`config.mk`:
```
export PLATFORM = sky130hd
export DESIGN_NAME = conv_window_ctrl
export DESIGN_NICKNAME = d
export VERILOG_FILES = /design/src/rtl/conv_window_ctrl.sv
export SDC_FILE = /design/constraint.sdc
export NUM_CORES = 1
export LEC_CHECK = 0
export BUFFER_PORTS_ARGS = -buffer_cell sky130_fd_sc_hd__buf_2
export CAP_MARGIN = 20
export CORE_MARGIN = 4
export CORE_UTILIZATION = 50
export CTS_CLUSTER_DIAMETER = 50
export DETAILED_ROUTE_END_ITERATION = 7
export GPL_ROUTABILITY_DRIVEN = 0
export PLACE_DENSITY_LB_ADDON = 0.25
export SYNTH_ARGS = -nofsm -noshare
export SYNTH_HDL_FRONTEND = slang
export SYNTH_SLANG_ARGS = --single-unit
```
`constraint.sdc`:
```
create_clock -name clk -period 2.9 [get_ports clk]
set_input_delay 0.145 -clock clk [delete_from_list [all_inputs] [get_ports clk]]
set_output_delay 0.145 -clock clk [all_outputs]
set_load 0.1 [all_outputs]
```
`src/rtl/conv_window_ctrl.sv`:
```
// Binary conv sequencer: loads a KxK kernel and an IMG_H-row image, then issues each stride-1 window for CONV_LAT+1 cycles.
// Results are held on out_* until out_ready (1 result in flight); CONV_CTRL_THRESH_EN selects a 1-bit thresholded output.
module conv_window_ctrl #(
  parameter int IMG_W    = 8,
  parameter int IMG_H    = 8,
  parameter int K        = 6,
  parameter int SUM_W    = 6,
  parameter int CONV_LAT = 1,
  parameter int THRESH   = 18,
  localparam int NR = IMG_H - K + 1,
  localparam int NC = IMG_W - K + 1,
  localparam int RW = (NR > 1) ? $clog2(NR) : 1,
  localparam int CW = (NC > 1) ? $clog2(NC) : 1
) (
  input  logic             clk,
  input  logic             rst_n,
  input  logic             start,
  output logic             busy,
  output logic             done,
  input  logic             k_valid,
  output logic             k_ready,
  input  logic [K*K-1:0]   k_data,
  input  logic             pix_valid,
  output logic             pix_ready,
  input  logic [IMG_W-1:0] pix_data,
  output logic             conv_en,
  output logic [K*K-1:0]   conv_win,
  output logic [K*K-1:0]   conv_kernel,
  input  logic [SUM_W-1:0] conv_sum,
  output logic             out_valid,
  input  logic             out_ready,
  output logic [SUM_W-1:0] out_data,
  output logic [RW-1:0]    out_row,
  output logic [CW-1:0]    out_col,
  output logic             out_last
);

  localparam int YW = (IMG_H > 1) ? $clog2(IMG_H) : 1;
  localparam int WW = $clog2(CONV_LAT + 1);

  typedef enum logic [2:0] {S_IDLE, S_LOAD_K, S_LOAD_IMG, S_ISSUE, S_OUTPUT} state_t;

  state_t           r_state;
  logic             r_busy, r_done, r_k_rdy, r_pix_rdy, r_conv_en;
  logic             r_out_vld, r_out_last;
  logic [SUM_W-1:0] r_out_dat;
  logic [RW-1:0]    r_out_row, r_row;
  logic [CW-1:0]    r_out_col, r_col;
  logic [K*K-1:0]   r_kernel;
  logic [YW-1:0]    r_y;
  logic [WW-1:0]    r_wait;
  logic [IMG_W-1:0] r_img [IMG_H];

  logic [K*K-1:0]   w_win;
  logic [K-1:0]     w_shift;
  logic [SUM_W-1:0] w_res;
  logic             w_final, w_col_wrap;

  // Window row i is image row r+i shifted down by c, keeping the low K columns.
  always_comb begin
    w_win   = '0;
    w_shift = '0;
    for (int i = 0; i < K; i++) begin
      w_shift          = K'(r_img[YW'(int'(r_row) + i)] >> r_col);
      w_win[i*K +: K]  = w_shift;
    end
  end

  assign w_col_wrap = (r_col == CW'(NC - 1));
  assign w_final    = w_col_wrap && (r_row == RW'(NR - 1));

`ifdef CONV_CTRL_THRESH_EN
  assign w_res = {{(SUM_W-1){1'b0}}, (int'(conv_sum) >= THRESH)};
`else
  assign w_res = conv_sum;
`endif

  // Image buffer survives reset on purpose; every run reloads all rows.
  always_ff @(posedge clk) begin
    if (rst_n && r_state == S_LOAD_IMG && pix_valid)
      r_img[r_y] <= pix_data;
  end

  always_ff @(posedge clk) begin
    if (!rst_n) begin
      r_state    <= S_IDLE;
      r_busy     <= 1'b0;
      r_done     <= 1'b0;
      r_k_rdy    <= 1'b0;
      r_pix_rdy  <= 1'b0;
      r_conv_en  <= 1'b0;
      r_out_vld  <= 1'b0;
      r_out_last <= 1'b0;
      r_out_dat  <= '0;
      r_out_row  <= '0;
      r_out_col  <= '0;
      r_kernel   <= '0;
      r_y        <= '0;
      r_wait     <= '0;
      r_row      <= '0;
      r_col      <= '0;
    end else begin
      r_done <= 1'b0;
      case (r_state)
        S_IDLE: begin
          if (start) begin
            r_state <= S_LOAD_K;
            r_busy  <= 1'b1;
            r_k_rdy <= 1'b1;
          end
        end
        S_LOAD_K: begin
          if (k_valid) begin
            r_kernel  <= k_data;
            r_k_rdy   <= 1'b0;
            r_pix_rdy <= 1'b1;
            r_y       <= '0;
            r_state   <= S_LOAD_IMG;
          end
        end
        S_LOAD_IMG: begin
          if (pix_valid) begin
            r_y <= r_y + 1'b1;
            if (r_y == YW'(IMG_H - 1)) begin
              r_pix_rdy <= 1'b0;
              r_conv_en <= 1'b1;
              r_row     <= '0;
              r_col     <= '0;
              r_wait    <= '0;
              r_state   <= S_ISSUE;
            end
          end
        end
        S_ISSUE: begin
          if (r_wait == WW'(CONV_LAT)) begin
            r_out_dat  <= w_res;
            r_out_row  <= r_row;
            r_out_col  <= r_col;
            r_out_last <= w_final;
            r_out_vld  <= 1'b1;
            r_conv_en  <= 1'b0;
            r_state    <= S_OUTPUT;
          end else begin
            r_wait <= r_wait + 1'b1;
          end
        end
        S_OUTPUT: begin
          if (out_ready) begin
            r_out_vld <= 1'b0;
            if (r_out_last) begin
              r_state <= S_IDLE;
              r_busy  <= 1'b0;
              r_done  <= 1'b1;
            end else begin
              if (w_col_wrap) begin
                r_col <= '0;
                r_row <= r_row + 1'b1;
              end else begin
                r_col <= r_col + 1'b1;
              end
              r_wait    <= '0;
              r_conv_en <= 1'b1;
              r_state   <= S_ISSUE;
            end
          end
        end
        default: r_state <= S_IDLE;
      endcase
    end
  end

  assign busy        = r_busy;
  assign done        = r_done;
  assign k_ready     = r_k_rdy;
  assign pix_ready   = r_pix_rdy;
  assign conv_en     = r_conv_en;
  assign conv_kernel = r_kernel;
  assign conv_win    = (r_state == S_ISSUE || r_state == S_OUTPUT) ? w_win : '0;
  assign out_valid   = r_out_vld;
  assign out_data    = r_out_dat;
  assign out_row     = r_out_row;
  assign out_col     = r_out_col;
  assign out_last    = r_out_last;

endmodule

```
# ---- Word-level counts from Yosys, hierarchy flattened
# Memory sizes are Yosys's and may differ from the RTL's. A register that Yosys moved wholly into a read port is not among the register bits.
# Cells that the tools add are included.
dict set report totals {
  ff_bits 64
  ram_bits 64
  input_bits 56
  out_inout_bits 89
  wordCells 122
  mem_count 1
}
# memory words width read_ports rd_ports_with_merged_regs wr line
set mem_list {}
lappend mem_list {r_img 8 8 6 1 1 52} ;# logic [IMG_W-1:0] r_img [IMG_H];
dict set report classes {
  add_sub_neg 9
  n_eq_ne 16
  shift 6
  n_mux 50
  n_reduce_logical 24
}
# op n
set op_table {}
lappend op_table {{$shr 8x2->6} 6}
lappend op_table {{$mux 36} 1}
lappend op_table {{$mux 3} 10}
lappend op_table {{$mux 1} 20}
lappend op_table {{$mux 2} 9}
lappend op_table {{$reduce_and 6->1} 3}
lappend op_table {{$ne 2x2->1 const B} 8}
lappend op_table {{$pmux 3 s5} 1}
lappend op_table {{$reduce_and 3->1} 4}
lappend op_table {{$reduce_and 5->1} 2}
lappend op_table {{$reduce_bool 2->1} 5}
lappend op_table {{$pmux 1 s2} 4}
lappend op_table {{$pmux 2 s2} 2}
lappend op_table {{$reduce_and 4->1} 2}
lappend op_table {{$add 2x2->3 const B} 2}
lappend op_table {{$add 2x3->3 const B} 2}
lappend op_table {{$eq 3x2->1 const B} 2}
lappend op_table {{$eq 3x3->1 const B} 2}
lappend op_table {{$pmux 1 s3} 2}
lappend op_table {{$pmux 3 s2} 1}
lappend op_table {{$add 2x1->2 const B} 2}
lappend op_table {{$eq 2x2->1 const B} 2}
lappend op_table {{$reduce_and 2->1} 2}
lappend op_table {{$add 2x1->3 const B} 1}
lappend op_table {{8 further kinds} 10}

# ---- Logic depth before layout (Yosys ltp)
# Gate-level depths: netlist of the first run.
dict set report depth {
  ltp_word 7
  depth_mapped 12
  depth_no_buf 7
}

# ---- Least setup slack after synthesis of the first run
# OpenSTA, ideal clock, no wires.
dict set report synth_timing {
  kind {register to output}
  start {register r_row[1]}
  end {output port conv_win[18]}
  arrival_time_ns 4.459
  required_time_ns 2.755
  slack_ns -1.704
  path_stages_with_launch 12
  n_path_buf 5
  path_cell_list {dfxtp_1 -> buf_2 -> buf_2 -> inv_1 -> ha_1 -> buf_2 -> buf_6 -> buf_2 -> nor3b_1 -> nor4_2 -> mux2i_1 -> o31ai_1}
}
dict set report synth_via {
  elab_chain_cells 4
}
# item line
set synth_rtl {}
lappend synth_rtl {{start: declaration} 47} ;# logic [RW-1:0] r_out_row, r_row;
lappend synth_rtl {{start signal: assignment} 157} ;# r_row <= r_row + 1'b1;
lappend synth_rtl {{$add 2x2->3} 64} ;# w_shift = K'(r_img[YW'(int'(r_row) + i)] >> r_col);
lappend synth_rtl {{$mem_v2 8x8} n/a}
lappend synth_rtl {{$shr 8x2->6} 64}
lappend synth_rtl {{$mux 36} 178} ;# assign conv_win = (r_state == S_ISSUE || r_state == S_OUTPUT) ? w_win : '0;
lappend synth_rtl {{end: declaration} 27} ;# output logic [K*K-1:0] conv_win,
# No other way between the ends.

# ---- Final worst setup path of the first run
dict set report layout_timing {
  start {register r_row[0]}
  end {output port conv_win[7]}
}
dict set report layout_via {
  elab_chain_cells 4
}
# item line
set layout_rtl {}
lappend layout_rtl {{$add 2x1->3} 64}
lappend layout_rtl {{$mem_v2 8x8} n/a}
lappend layout_rtl {{$shr 8x2->6} 64}
lappend layout_rtl {{$mux 36} 178}
# No other way between the ends.

==> flow_metrics.tcl, run 1 <==
set metrics [dict create \
    outcome "finished with violations" \
    violations "negative setup slack" \
    cts_tree "done" \
    drt_iter0_markers 765 \
    nets 963 \
    grt_max_degree 64 \
    synth_cells 690 \
    yosys.area.top_type_share 0.262 \
    synth_warnings 0 \
    ys_seq_area_frac 0.443 \
    antenna_found_initial 0 \
    synthTopCellsByArea "edfxtp_1 26%, dfxtp_1 18%, mux4_2 15%, nand2_1 5.6%, a21oi_1 5.1%" \
    start_kind "register" \
    post-route-min-period_ns 2.97 \
    required_ns 2.76 \
    slew_viol_final 0 \
    dpl_cell_area_um2 8710 \
    rsz0062_at_grt "true" \
    yosys_register_bits 130 \
    top_layer "met4" \
    final_common_cell "buf_2" \
    h-tree-depth 4 \
    synth.cell_area_um2 7330 \
    cts_buffers 17 \
    path_clk_slew_ns 0.06 \
    port_buffers 144 \
    avgSynthCellArea_um2 10.6 \
    clkLatencyLatePin_ns 0.43 \
    cts.sinks 130 \
    hp-start "rst_n" \
    wirelength_um 24500 \
    met1Wirelength_um 8930 \
    die_y_um 129 \
    row_count 43 \
    hold_viol_final 0 \
    ys_types 59 \
    first_global_vias 6600 \
    grt_pass1_wl_um 36400 \
    finalClockSkew_ns 0.00750 \
    dr_wl_met2_um 11700 \
    path_class "register to output pin" \
    postRouteAntennaNets 0 \
    max_cap_viol_count 0 \
    setup_violations 6 \
    peakVddDrop_mv 0.666 \
    max_freq_mhz 336 \
    vias 6888 \
    route.detailed.drc 0 \
    setup_slack_ns -0.0723 \
    syn-num-nets 751 \
    fin_area_um2 10200 \
    powerDensity_nw_per_um2 489 \
    layout_common_cells "119 x buf_2, 110 x nand2_1, 68 x a21oi_1, 64 x dfxtp_1, 64 x edfxtp_1" \
    pre_cts_slack_ns 0.211 \
    synth_flop_cell "dfxtp_1" \
    relSlewSlack 0.292 \
    wire_per_inst_um 22.3 \
    grt_overflow_total 0 \
    cp-startpoint "r_row[0]" \
    reg2reg_from "r_col[1]" \
    end_kind "output pin" \
    start_util 0.520 \
    critPathMaxFanout 11 \
    drive_above_1_share 0.380 \
    die_w_um 129 \
    io_pins 145 \
    min_path_type "input port to register" \
    syn_to_final_growth_pct 39.9 \
    final_util 0.727 \
    fin_crit_sh 1.02 \
    track_usage 0.288 \
    synth_edf_count 64 \
    coreArea_um2 14100 \
    vias_per_cell 6.28 \
    cts-root-buf "clkbuf_16" \
    cts_buffer_depth 2 \
    tightest_slew_ns 1.06 \
    p_leak_uw 0.00388 \
    synthArstFlopShare 0 \
    critical_path_arrival_ns 2.83 \
    yosysTopAreaCell "edfxtp_1" \
    tns_ns -0.188 \
    dp_hpwl_um 16000 \
    dr.pass1.iters 6 \
    dieArea_um2 16700 \
    dr_wl_met3_um 2590 \
]
## metrics by stage
stage	hold slack, ns	instances	power [uW]
after floorplan	0.244	690	2620
after global placement	0.385	994	2790
after detailed placement	0.396	994	2810
after CTS	0.0109	1089	5030
after global routing	0.0243	1095	5160
final	0.0263	1096	5010
## where the power goes
part	total, uW	internal [uW]	switching [uW]
Combinational	838	223	615
Sequential	2000	1970	28.3
Clock	2170	1350	820
## Yosys cell counts, types with 2 or more instances
cell / count
a2111oi_0: 2
a211o_1: 2
a211oi_1: 11
a21oi_1: 74
a221oi_2: 2
a22oi_1: 5
and2_1: 17
and3_1: 2
buf_1: 4
buf_2: 18
buf_4: 2
buf_6: 5
clkbuf_1: 26
dfxtp_1: 66
edfxtp_1: 64
ha_1: 5
inv_1: 6
inv_2: 2
mux2_1: 16
mux2_2: 12
mux2i_1: 29
mux4_2: 49
nand2_1: 110
nand2b_1: 10
nand3_1: 10
nand3b_1: 2
nor2_1: 49
nor2b_1: 4
nor3_1: 13
nor3b_1: 3
o211ai_1: 2
o21a_1: 2
o21ai_0: 7
o21ai_1: 5
o221ai_1: 4
o22ai_1: 20
o31ai_1: 3
o32ai_1: 5
or3_1: 2
## worst max-delay path, stage by stage, from the launching register on
cell and delay, ns:
dfxtp_4 0.39, inv_8 0.04, ha_4 0.28, buf_6 0.14
buf_16 0.14, mux2i_4 0.18, a22o_1 0.25, a211oi_2 0.30
a32oi_1 0.16, o211ai_1 0.27, buf_12 0.24
## final timing paths
check,endpoint,slack (ns),depth (start not counted)
worst max-delay path,conv_win[7],-0.07,10
worst min-delay path,r_state[2],0.03,2
worst max register to register,r_row[0],0.64,6
worst min register to register,conv_kernel[18],0.45,2
## repair_timing
| action | CTS | global route |
|---|---|---|
| gates cloned | 1 | 0 |
| buffers inserted | 12 | 6 |
| hold buffers | 50 | 0 |
| endpoints found under the hold margin | 106 | 0 |
| resized for setup | 33 | 31 |
| pin swaps | 6 | 10 |
| setup endpoints to repair | 27 | 22 |
## final cells by class
type | instances | area [um2]
Antenna cell | 1 | 2.50
Clock buffer | 20 | 437
Clock inverter | 12 | 158
Fill cell | 940 | 3850
Inverter | 9 | 41.3
Multi-Input combinational cell | 495 | 4100
Sequential cell | 130 | 3250
Tap cell | 180 | 225
Timing Repair Buffer | 249 | 2030
## cell families (layout without fill, tap and decap cells)
kind of cell | count (synthesis) | count (layout) | synth area share
simple gates | 232 | 232 | 0.143
compound gates | 152 | 152 | 0.129
flops | 130 | 130 | 0.443
mux | 106 | 106 | 0.233
buf+inv | 65 | 290 | 0.0440
fa+ha+maj | 5 | 5 | 0.00854
other cells | 0 | 1 | 0
## sequential cells by signal, indices dropped and copies added, names as in the netlist, named ones only
register and count:
r_row 2, k_ready 1, r_img 64, r_y 3, out_data 6, conv_kernel 36, conv_en 1, out_last 1
out_row 2, busy 1, r_wait 1, pix_ready 1, out_valid 1, done 1, r_col 2, out_col 2
r_state 3
## per-layer routing
metal  track usage  vias up
li1              -     3018
met1         0.356     3287
met2         0.459      472
met3        0.0899      111
met4         0.141        0
met5             0        -
No activity file was read; power rests on OpenSTA's default activity.
==> inputs of run 2 (changes only) <==
REMOVE_ABC_BUFFERS = 1   (was unset)
==> flow_metrics.tcl, run 2 (synthesis gave the netlist of run 1 again) <==
set metrics [dict create \
    outcome "finished with violations" \
    violations "negative setup slack" \
    first_global_vias 6630 \
    reg2reg_slack_ns 0.90 \
    relSlewSlack 0.309 \
    critPathSlowestCell "or4b_4" \
    required_ns 2.76 \
    p_seq_frac 0.407 \
    fin_crit_sh 1.02 \
    row_count 43 \
    vias_per_cell 6.23 \
    min_path_type "input port to register" \
    critPathMaxFanout 8 \
    worstRegToRegCells 7 \
    max_cap_viol_count 0 \
    final_common_cell "buf_2" \
    syn_to_final_growth_pct 39.1 \
    port_buffers 144 \
    p_clk_frac 0.427 \
    path_clk_slew_ns 0.06 \
    rsz0062_at_grt "true" \
    wirelength_um 23400 \
    nets 962 \
    setup_slack_ns -0.0520 \
    grt_max_degree 64 \
    cts-root-buf "clkbuf_16" \
    tns_ns -0.0684 \
    holdPathStages 1 \
    h-tree-depth 4 \
    hp-start "pix_data[4]" \
    layout_common_cells "124 x buf_2, 110 x nand2_1, 71 x a21oi_1, 64 x dfxtp_1, 64 x edfxtp_1" \
    cp_common_cell "buf_12" \
    cts_tree "done" \
    drt_iter0_markers 834 \
    finalClockSkew_ns 0.0101 \
    dieArea_um2 16700 \
    p_sw_uw 1410 \
    vias 6820 \
    peakVddDrop_mv 0.434 \
    cp_cell_sequence "inv_4 > ha_4 > buf_12 > buf_12 > mux2_4 > o211ai_1 > nor2_1 > or4b_4 > buf_12" \
    cts.sinks 130 \
    grt_pass1_wl_um 35100 \
    grt_overflow_total 0 \
    setup_violations 2 \
    path_class "register to output pin" \
    slew_viol_final 0 \
    dr.pass1.iters 5 \
    reg2reg_from "r_y[1]" \
    largest_register_ffs 64 \
    hold_ws_ns 0.0100 \
    powerDensity_nw_per_um2 483 \
    drive_above_1_share 0.382 \
    dp_hpwl_um 15400 \
    hold_viol_final 0 \
    post-route-min-period_ns 2.95 \
    critical_path.reg2reg.endpoint "r_row[0]" \
    tightest_slew_ns 1.03 \
    start_util 0.520 \
    switching_share 0.287 \
    internal_power_uw 3510 \
    wire_per_inst_um 21.3 \
    regMostFlops "r_img" \
    combPwrFrac 0.166 \
    postRouteAntennaNets 0 \
    cts_buffer_depth 2 \
    io_pins 145 \
    clkLatencyLatePin_ns 0.42 \
    p_leak_uw 0.00390 \
    antenna_found_initial 1 \
    start_kind "register" \
    cts_buffers 17 \
    end_kind "output pin" \
    die_y_um 129 \
    slowest_delay_ns 0.52 \
    track_usage 0.272 \
    route.detailed.drc 0 \
    die_w_um 129 \
    coreArea_um2 14100 \
    max_freq_mhz 339 \
    min_to "r_img[2][4]" \
    critical_path_arrival_ns 2.81 \
]
==> run 2: area by class of cell <==
type                       count  area [um2]
antenna                        3        7.51
clock buffer                  21         503
clock inverter                 9        92.6
fill                         943        3900
inverter                       9        36.3
multi-input combinational    495        4040
sequential                   130        3250
tap                          180         225
timing repair buffer         248        2040
==> run 2: metrics by stage <==
stage	std cells	instance area (um2)	power (uW)	util	worst slack [ns]
2_1_floorplan	634	7040	2590	-	-3.30
3_3_place_gp	999	8560	2780	0.607	0.227
3_5_place_dp	999	8560	2790	0.607	0.161
4_1_cts	1078	9740	4960	0.691	-0.0876
5_1_grt	1092	10200	5100	0.723	-0.125
6_report	1095	10200	4920	0.723	-0.0520
==> run 2: power groups by stage <==
stage / combinational [uW] / clock [uW] / sequential [uW]
after floorplan: 278 / 0 / 2320
after global placement: 744 / 0 / 2040
after detailed placement: 754 / 0 / 2040
after CTS: 809 / 2150 / 2000
after global routing: 860 / 2230 / 2010
final: 818 / 2100 / 2000
==> run 2: worst max-delay path: cells and delay by family, from the launching register on <==
kind	cells	cell delay, ns
multiplexers	1	0.32
adder cells (fa/ha/maj)	1	0.29
flip-flops	1	0.38
AO/OA/AOI/OAI	1	0.28
AND/OR/NAND/NOR	2	0.59
buffers and inverters	4	0.53
==> run 2: what timing repair did <==
item | 4_1_cts | 5_1_grt
buffers inserted | 0 | 12
gates cloned | 1 | 2
hold endpoints to repair | 90 | 0
endpoints found under the setup margin | 16 | 17
pin swaps | 1 | 14
hold buffers | 48 | 0
gates resized for setup | 19 | 69
==> run 2: layer usage <==
metal	vias up	part of all wire	track usage	wire [um]
met2	473	0.50	0.450	11700
met1	3233	0.36	0.334	8340
met5	-	0	0	0
met3	98	0.096	0.0631	2240
li1	3016	-	-	-
met4	0	0.048	0.143	1130
==> run 2: worst max-delay path by stage <==
stage / start / end / slack (ns) / cells past startpoint
final: r_row[0] / conv_win[31] / -0.05 / 9
after global routing: r_row[0] / conv_win[31] / -0.12 / 9
after global placement: r_row[0] / conv_win[34] / 0.23 / 8
after CTS: r_row[1] / conv_win[33] / -0.09 / 10
after detailed placement: r_row[0] / conv_win[31] / 0.16 / 9
after floorplan: r_row[0] / conv_win[33] / -3.30 / 7
